$ cat config.mk
export PLATFORM = sky130hd
export DESIGN_NAME = uart_tx_buffered
export DESIGN_NICKNAME = d
export VERILOG_FILES = /design/src/rtl/uart_tx_buffered.sv
export SDC_FILE = /design/constraint.sdc
export NUM_CORES = 1
export LEC_CHECK = 0
export CAP_MARGIN = 20
export CORE_MARGIN = 1.5
export CORE_UTILIZATION = 40
export CTS_BUF_LIST = sky130_fd_sc_hd__clkbuf_8
export DETAILED_ROUTE_END_ITERATION = 7
export PLACE_DENSITY = 0.67
export REMOVE_ABC_BUFFERS = 1
export SLEW_MARGIN = 20
export SYNTH_ARGS = -nofsm -noshare
export SYNTH_HDL_FRONTEND = slang
export SYNTH_SLANG_ARGS = --single-unit
$ cat constraint.sdc
create_clock -name clk -period 3.6 [get_ports clk]
set_input_delay 0.54 -clock clk [delete_from_list [all_inputs] [get_ports clk]]
set_output_delay 0.54 -clock clk [all_outputs]
set_load 0.1 [all_outputs]
$ cat src/rtl/uart_tx_buffered.sv
// Buffered 8N1 UART transmitter: bytes queue in a circular FIFO and are shifted out LSB first on txd.
// Latency: a byte pushed into an empty FIFO with the FSM idle is popped one clock later; txd drops one clock after that.
// Backpressure: tx_ready is low while the FIFO holds 2**LOG2_DEPTH bytes; a held tx_valid is taken once a slot frees.
module uart_tx_buffered #(
    parameter int CLK_PER_HALF_BIT = 434,
    parameter int LOG2_DEPTH       = 4,
    parameter int STOP_BITS        = 1
) (
    input  logic                clk,
    input  logic                rstn,
    input  logic [7:0]          tx_data,
    input  logic                tx_valid,
    output logic                tx_ready,
    output logic                txd,
    output logic                busy,
    output logic [LOG2_DEPTH:0] fifo_count
);
    localparam int DEPTH    = 1 << LOG2_DEPTH;
    localparam int BIT_CLKS = 2 * CLK_PER_HALF_BIT;
    localparam int BAUD_W   = $clog2(BIT_CLKS);

    localparam logic [BAUD_W-1:0]     BAUD_LAST = BAUD_W'(BIT_CLKS - 1);
    localparam logic [BAUD_W-1:0]     BAUD_ONE  = BAUD_W'(1);
    localparam logic [LOG2_DEPTH:0]   FULL_CNT  = (LOG2_DEPTH + 1)'(DEPTH);
    localparam logic [LOG2_DEPTH:0]   CNT_ONE   = (LOG2_DEPTH + 1)'(1);
    localparam logic [LOG2_DEPTH-1:0] PTR_ONE   = LOG2_DEPTH'(1);
    localparam logic [2:0]            STOP_LAST = 3'(STOP_BITS - 1);

    typedef enum logic [1:0] {IDLE, START, DATA, STOP} state_t;

    state_t                state_q, state_d;
    logic [BAUD_W-1:0]     baud_q, baud_d;
    logic [2:0]            bit_idx_q, bit_idx_d;
    logic [7:0]            shift_q, shift_d;
    logic                  txd_q, txd_d;
    logic [LOG2_DEPTH-1:0] wr_ptr_q, wr_ptr_d;
    logic [LOG2_DEPTH-1:0] rd_ptr_q, rd_ptr_d;
    logic [LOG2_DEPTH:0]   count_q, count_d;
    logic [7:0]            mem_q [DEPTH];

    logic push;
    logic pop;
    logic bit_end;
    logic fifo_has_data;

    // Ready depends only on the registered count, so a pop this cycle cannot raise it early.
    assign tx_ready      = (count_q != FULL_CNT);
    assign push          = tx_valid && tx_ready;
    assign fifo_has_data = (count_q != '0);
    assign bit_end       = (baud_q == BAUD_LAST);
    assign fifo_count    = count_q;
    assign busy          = (state_q != IDLE) || fifo_has_data;
    assign txd           = txd_q;

    // FIFO storage: written on an accepted push; contents need no reset since the count gates every read.
    always_ff @(posedge clk) begin
        if (push) begin
            mem_q[wr_ptr_q] <= tx_data;
        end
    end

    // Pointer and occupancy update; simultaneous push and pop moves both pointers and leaves the count alone.
    always_comb begin
        wr_ptr_d = wr_ptr_q;
        rd_ptr_d = rd_ptr_q;
        count_d  = count_q;
        if (push) begin
            wr_ptr_d = wr_ptr_q + PTR_ONE;
        end
        if (pop) begin
            rd_ptr_d = rd_ptr_q + PTR_ONE;
        end
        if (push && !pop) begin
            count_d = count_q + CNT_ONE;
        end else if (pop && !push) begin
            count_d = count_q - CNT_ONE;
        end
    end

    // Bit-timing FSM: one baud counter spans every bit; bit_idx counts data bits and then stop bits.
    always_comb begin
        state_d   = state_q;
        baud_d    = baud_q;
        bit_idx_d = bit_idx_q;
        shift_d   = shift_q;
        pop       = 1'b0;
        case (state_q)
            IDLE: begin
                if (fifo_has_data) begin
                    pop       = 1'b1;
                    shift_d   = mem_q[rd_ptr_q];
                    state_d   = START;
                    baud_d    = '0;
                    bit_idx_d = '0;
                end
            end
            START: begin
                if (bit_end) begin
                    baud_d  = '0;
                    state_d = DATA;
                end else begin
                    baud_d = baud_q + BAUD_ONE;
                end
            end
            DATA: begin
                if (bit_end) begin
                    baud_d  = '0;
                    shift_d = {1'b0, shift_q[7:1]};
                    if (bit_idx_q == 3'd7) begin
                        bit_idx_d = '0;
                        state_d   = STOP;
                    end else begin
                        bit_idx_d = bit_idx_q + 3'd1;
                    end
                end else begin
                    baud_d = baud_q + BAUD_ONE;
                end
            end
            STOP: begin
                if (bit_end) begin
                    baud_d = '0;
                    if (bit_idx_q == STOP_LAST) begin
                        bit_idx_d = '0;
                        // Chain straight into the next start bit so queued frames leave no idle gap.
                        if (fifo_has_data) begin
                            pop     = 1'b1;
                            shift_d = mem_q[rd_ptr_q];
                            state_d = START;
                        end else begin
                            state_d = IDLE;
                        end
                    end else begin
                        bit_idx_d = bit_idx_q + 3'd1;
                    end
                end else begin
                    baud_d = baud_q + BAUD_ONE;
                end
            end
            default: state_d = IDLE;
        endcase
    end

    // Line level follows the current state, so txd moves one clock after each FSM transition.
    always_comb begin
        txd_d = 1'b1;
        case (state_q)
            START:   txd_d = 1'b0;
            DATA:    txd_d = shift_q[0];
            default: txd_d = 1'b1;
        endcase
    end

    // State registers; reset aborts any frame, forces the line high and empties the FIFO.
    always_ff @(posedge clk or negedge rstn) begin
        if (!rstn) begin
            state_q   <= IDLE;
            baud_q    <= '0;
            bit_idx_q <= '0;
            shift_q   <= '0;
            txd_q     <= 1'b1;
            wr_ptr_q  <= '0;
            rd_ptr_q  <= '0;
            count_q   <= '0;
        end else begin
            state_q   <= state_d;
            baud_q    <= baud_d;
            bit_idx_q <= bit_idx_d;
            shift_q   <= shift_d;
            txd_q     <= txd_d;
            wr_ptr_q  <= wr_ptr_d;
            rd_ptr_q  <= rd_ptr_d;
            count_q   <= count_d;
        end
    end

endmodule
=== Word-level counts from Yosys, hierarchy flattened ===
Memories as Yosys holds them, arrays and structs flattened.
Index checks and enable logic that the tools add are counted.

* Add/sub/neg operators: 6
* Reductions and logical operators: 16
* Equality and inequality tests: 12
* Multiplexer cells: 31

{| class="wikitable"
|+ Operator list
! kind !! number
|-
| 8-bit 2-to-1 mux || 4
|-
| 8-bit case mux with 3 select lines || 1
|-
| 10-bit 2-to-1 mux || 2
|-
| 10-bit case mux with 2 select lines || 1
|-
| 3-bit 2-to-1 mux || 5
|-
| 2-bit 2-to-1 mux || 6
|-
| 2-bit != test, second input constant || 6
|-
| 10-bit by 1-bit adder with 10-bit output, second input constant || 1
|-
| 10-bit == test, second input constant || 1
|-
| 5-bit 2-to-1 mux || 2
|-
| 3-bit case mux with 3 select lines || 1
|-
| 4-bit by 1-bit adder with 4-bit output, second input constant || 2
|-
| 2-bit case mux with 4 select lines || 1
|-
| 4-bit AND reduction || 2
|-
| 1-bit 2-to-1 mux || 6
|-
| 6-bit AND reduction || 1
|-
| 5-bit by 1-bit adder with 5-bit output, second input constant || 1
|-
| 5-bit != test, second input constant || 1
|-
| 5-bit nonzero test || 1
|-
| 5-bit by 1-bit subtractor with 5-bit output, second input constant || 1
|-
| 2-bit == test, second input constant || 2
|-
| 1-bit case mux with 2 select lines || 2
|-
| 2-bit nonzero test || 2
|-
| 3-bit by 1-bit adder with 3-bit output, second input constant || 1
|-
| 9 further kinds || 12
|}

* Memories: 1
* Bits of input ports: 11
* Logic and storage cells: 74
* Flip-flop bits (word level): 37
* RAM bits: 128

{| class="wikitable"
|+ Memory list
! name !! words !! width !! rd ports !! clocked after memory_dff !! wr ports !! RTL line !! source
|-
| mem_q || 16 || 8 || 1 || 0 || 1 || 39 || <nowiki>logic [7:0] mem_q [DEPTH];</nowiki>
|}

=== Depth between registers and ports, before layout ===
* Word-level depth: 8
* Mapped depth: 15
* Depth with buffers taken out: 14

=== Least setup slack after synthesis ===
No wires, ideal clock.

* Kind: register to register
* Start: register count_q[0] (netlist: fifo_count[0])
* End: register count_q[4] (netlist: fifo_count[4])
* Stages on the path, launching flop included: 13
* Data arrival time: 3.753 ns
* Setup time: 0.162 ns
* Buffers on the path: 1
* Path slack: -0.315 ns
* Clock period less this slack: 3.915 ns
* Path through: dfrtp_1 > nor4_1 > nand2_1 > and2_1 > clkbuf_1 > ha_1 > inv_1 > ha_1 > a21o_1 > a21oi_1 > xnor2_1 > nor2_1 > xor2_1

* Elaborated cells on any way between the ends: 16
* Classes of those cells: 2 x add/sub; 1 x eq/ne; 6 x mux; 7 x reduce/logical

{| class="wikitable"
|+ RTL lines
! item !! RTL line !! source
|-
| start, declared || 38 || <nowiki>logic [LOG2_DEPTH:0] count_q, count_d;</nowiki>
|-
| start signal, assigned || 172 || <nowiki>count_q <= count_d;</nowiki>
|-
| 5-bit != test (*) || 47 || <nowiki>assign tx_ready = (count_q != FULL_CNT);</nowiki>
|-
| via tx_ready || 13 || <nowiki>output logic tx_ready,</nowiki>
|-
| 1-bit logical AND (*) || 48 || <nowiki>assign push = tx_valid && tx_ready;</nowiki>
|-
| via push || 41 || <nowiki>logic push;</nowiki>
|-
| 1-bit logical NOT || 75 || <nowiki>end else if (pop && !push) begin</nowiki>
|-
| 1-bit logical AND || 75 ||
|-
| 2-bit nonzero test (no source line) || n/a ||
|}

Mark *: on every way through the listed nets, which the timed path passes. The rest lies on a longest branch. The select of a mux whose other input is x is not followed.
A chain may end at the register's enable or synchronous reset.

=== Worst setup path in the final report ===
* Start: register baud_q[0]
* End: register count_q[4] (netlist: fifo_count[4])

* Longest elaborated chain between the ends: 6
* Elaborated cells on any way between the ends: 8
* Classes of those cells: 1 x eq/ne; 3 x mux; 4 x reduce/logical

{| class="wikitable"
|+ Ends and longest elaborated chain
! item !! RTL line !! source
|-
| start, declared || 32 || <nowiki>logic [BAUD_W-1:0] baud_q, baud_d;</nowiki>
|-
| start signal, assigned || 166 || <nowiki>baud_q <= baud_d;</nowiki>
|-
| 10-bit == test (*) || 50 || <nowiki>assign bit_end = (baud_q == BAUD_LAST);</nowiki>
|-
| 1-bit 2-to-1 mux (*) || 120 || <nowiki>if (bit_end) begin</nowiki>
|-
| 1-bit case mux with 2 select lines (*) || 87 || <nowiki>case (state_q)</nowiki>
|-
| 1-bit logical NOT || 73 || <nowiki>if (push && !pop) begin</nowiki>
|-
| 1-bit logical AND || 73 ||
|-
| 5-bit 2-to-1 mux / 2-bit nonzero test (equally long branches) || n/a ||
|}

Mark *: on every way between the ends. The rest lies on a longest branch, timed or not.

==> impl_metrics.env <==
export IMPL_status="complete, no violations"
export IMPL_critPathMaxFanout=5
export IMPL_antenna_left=0
export IMPL_hpwl_mm=8.46
export IMPL_ctsHoldBuffers=0
export IMPL_synth_seq_cells=165
export IMPL_hold_viol=0
export IMPL_grt_ovfl_total=0
export IMPL_setup_viol=0
export IMPL_post_route_min_period_ns=3.25
export IMPL_slew_headroom=0.308
export IMPL_diodes=0
export IMPL_drt_initial_drc_count=295
export IMPL_wl_mm=12.8
export IMPL_synthTopCellsByArea="edfxtp_1, dfrtp_1, mux4_2, ha_1, a21oi_1"
export IMPL_power_frac_clock=0.297
export IMPL_nets=492
export IMPL_grt_total_usage=0.154
export IMPL_vias=3753
export IMPL_synth_largest_area_cell="edfxtp_1"
export IMPL_die_y_um=135
export IMPL_die_w_um=135
export IMPL_hp_class="primary input to async pin"
export IMPL_yosysTopAreaCellShare=0.551
export IMPL_final_area_um2=7850
export IMPL_drv_cap=0
export IMPL_rows=48
export IMPL_dr_pass1_iters=5
export IMPL_critPathKind="flip-flop to flip-flop"
export IMPL_synth_edff_count=128
export IMPL_skew_ns=0.0106
export IMPL_p_sw_w=0.00129
export IMPL_syn_area_per_cell_um2=16.2
export IMPL_power_internal_w=0.00319
export IMPL_p_leak_nw=2.71
export IMPL_reg2reg_depth=13
export IMPL_cts_root_buf="clkbuf_8"
export IMPL_ioPinCount=19
export IMPL_cts_tree="yes"
export IMPL_avgRoutedWirePerCell_um=18.3
export IMPL_core_um2=17200
export IMPL_swShare=0.288
export IMPL_r2r_end="fifo_count[4]"
export IMPL_routabilityCongestion=0.778
export IMPL_via_per_inst=5.37
export IMPL_syn_inst=430
export IMPL_cp_arrival_ns=3.59
export IMPL_cts_resized=0
export IMPL_grt_pass1_vias=3804
export IMPL_initial_utilization=0.406
export IMPL_post_cts_buffers=0
export IMPL_clkTransAtPathRegs_ns=0.09
export IMPL_grt_start_max_net_pins=38
export IMPL_drive_gt1_frac=0.190
export IMPL_fmax_mhz=308
export IMPL_ir_drop_uv=280
export IMPL_drc_errors=0
export IMPL_clk_path_buf_depth=2
export IMPL_yosysUniqueCellTypes=49
export IMPL_crit_path_end_kind="flip-flop"
export IMPL_area_growth_pct=12.4
export IMPL_grt_antenna_before_repair=0
export IMPL_drv_slew=0
export IMPL_die_area_um2=18300
export IMPL_placed_area_um2=7450
export IMPL_reg2reg_slack_ns=0.35
export IMPL_clock_latency_ns=0.45
export IMPL_setup_tns_ns=0
export IMPL_layoutNonFillerInstCount=699
export IMPL_tightest_slew_ns=1.04
export IMPL_crit_required_ns=3.94
export IMPL_synthMostInstantiatedCell="edfxtp_1"
export IMPL_synthFlopType="edfxtp_1"
export IMPL_cts_buffers=17
export IMPL_p_per_area_nw_per_um2=570
export IMPL_ys_seq_area_frac=0.683
export IMPL_grt_pass1_wl_mm=20.8
export IMPL_placedCellCount=667
export IMPL_ys_warn_count=0
export IMPL_yosys_top_cells_count="edfxtp_1, dfrtp_1, mux4_2, nor2_1, a21oi_1"
export IMPL_cts_sinks=165
export IMPL_h_tree_depth=4
export IMPL_rsz0062_at_grt="false"
export IMPL_synth_area_um2=6980
export IMPL_p_comb_frac=0.176
export IMPL_synthArstFlopShare=0.224
export IMPL_r2r_start="baud_q[0]"
export IMPL_start_kind="flip-flop"
export IMPL_seq_power_share=0.527
export IMPL_io_buffers=18
export IMPL_period_share=0.903
-- cells by family after synthesis --
group	synth area share
AO/OA/AOI/OAI	0.0753
buffers and inverters	0.0201
AND/OR/NAND/NOR	0.0600
multiplexers	0.108
XOR/XNOR	0.0161
flip-flops	0.683
adder cells (fa/ha/maj)	0.0369
-- per-stage QoR --
stage / power, W / worst slack, ns / utilization / hold WS [ns]
after detailed placement: 0.00319 / 0.369 / 0.434 / 0.473
after floorplan: 0.00294 / -0.229 / - / 0.244
after CTS: 0.00451 / 0.355 / 0.457 / 0.204
after global placement: 0.00316 / 0.452 / 0.434 / 0.467
after global routing: 0.00465 / 0.137 / 0.457 / 0.239
final: 0.00447 / 0.350 / 0.457 / 0.184
-- cell usage in the layout (no fill, tap or decap), types with 12 or more instances in the layout --
| cell type | n |
|---|---|
| edfxtp_1 | 128 |
| dfrtp_1 | 35 |
| mux4_2 | 32 |
| nor2_1 | 29 |
| a21oi_1 | 28 |
| nand2_1 | 21 |
| ha_1 | 19 |
| clkbuf_8 | 17 |
| a22oi_1 | 16 |
| clkdlybuf4s50_1 | 16 |
| o21ai_0 | 15 |
| buf_4 | 15 |
| inv_1 | 12 |
-- power by group through the flow --
stage	clock network [W]	registers [W]	logic (W)
2_1_floorplan	0	0.00258	0.000354
3_3_place_gp	0	0.00239	0.000773
3_5_place_dp	0	0.00240	0.000794
4_1_cts	0.00135	0.00236	0.000798
5_1_grt	0.00142	0.00238	0.000851
6_report	0.00133	0.00236	0.000788
-- worst max path at each step --
stage                             start             to  slack (ns)  cells past startpoint
after floorplan           fifo_count[0]  fifo_count[4]       -0.23                     11
after global placement        baud_q[0]  fifo_count[4]        0.45                     13
after detailed placement      baud_q[0]  fifo_count[4]        0.37                     13
after CTS                     baud_q[0]  fifo_count[4]        0.36                     13
after global routing          baud_q[0]  fifo_count[4]        0.14                     13
final                         baud_q[0]  fifo_count[4]        0.35                     13
-- registers in the layout, summed over array words and instances (netlist names) --
| name | count |
|---|---|
| state_q | 2 |
| shift_q | 8 |
| txd | 1 |
| rd_ptr_q | 4 |
| mem_q | 128 |
| baud_q | 10 |
| wr_ptr_q | 4 |
| bit_idx_q | 3 |
| fifo_count | 5 |
-- worst max-delay path, cell delays in order (launching register included) --
cell     delay, ns
dfrtp_1       0.41
ha_1          0.25
or4b_4        0.52
o41ai_2       0.34
and3_1        0.22
inv_1         0.05
ha_1          0.20
inv_1         0.14
ha_1          0.29
a21o_1        0.20
a21oi_1       0.19
xnor2_1       0.13
nor2_1        0.06
xor2_1        0.14
-- final cells by class --
| cell class | count | area, µm² |
|---|---|---|
| sequential | 165 | 4770 |
| fill | 1527 | 9330 |
| tap | 225 | 282 |
| timing repair buffer | 32 | 278 |
| inverter | 13 | 48.8 |
| clock inverter | 15 | 164 |
| clock buffer | 17 | 234 |
| multi-input combinational | 232 | 2070 |
-- per-layer routing --
metal  up-vias  share of wire  track usage
met4         0          0.012       0.0627
met1      1950           0.44        0.199
li1       1722              -            -
met5         -              0            0
met3        12          0.033       0.0293
met2        69           0.52        0.258
Power figures use the tool's default switching activity.
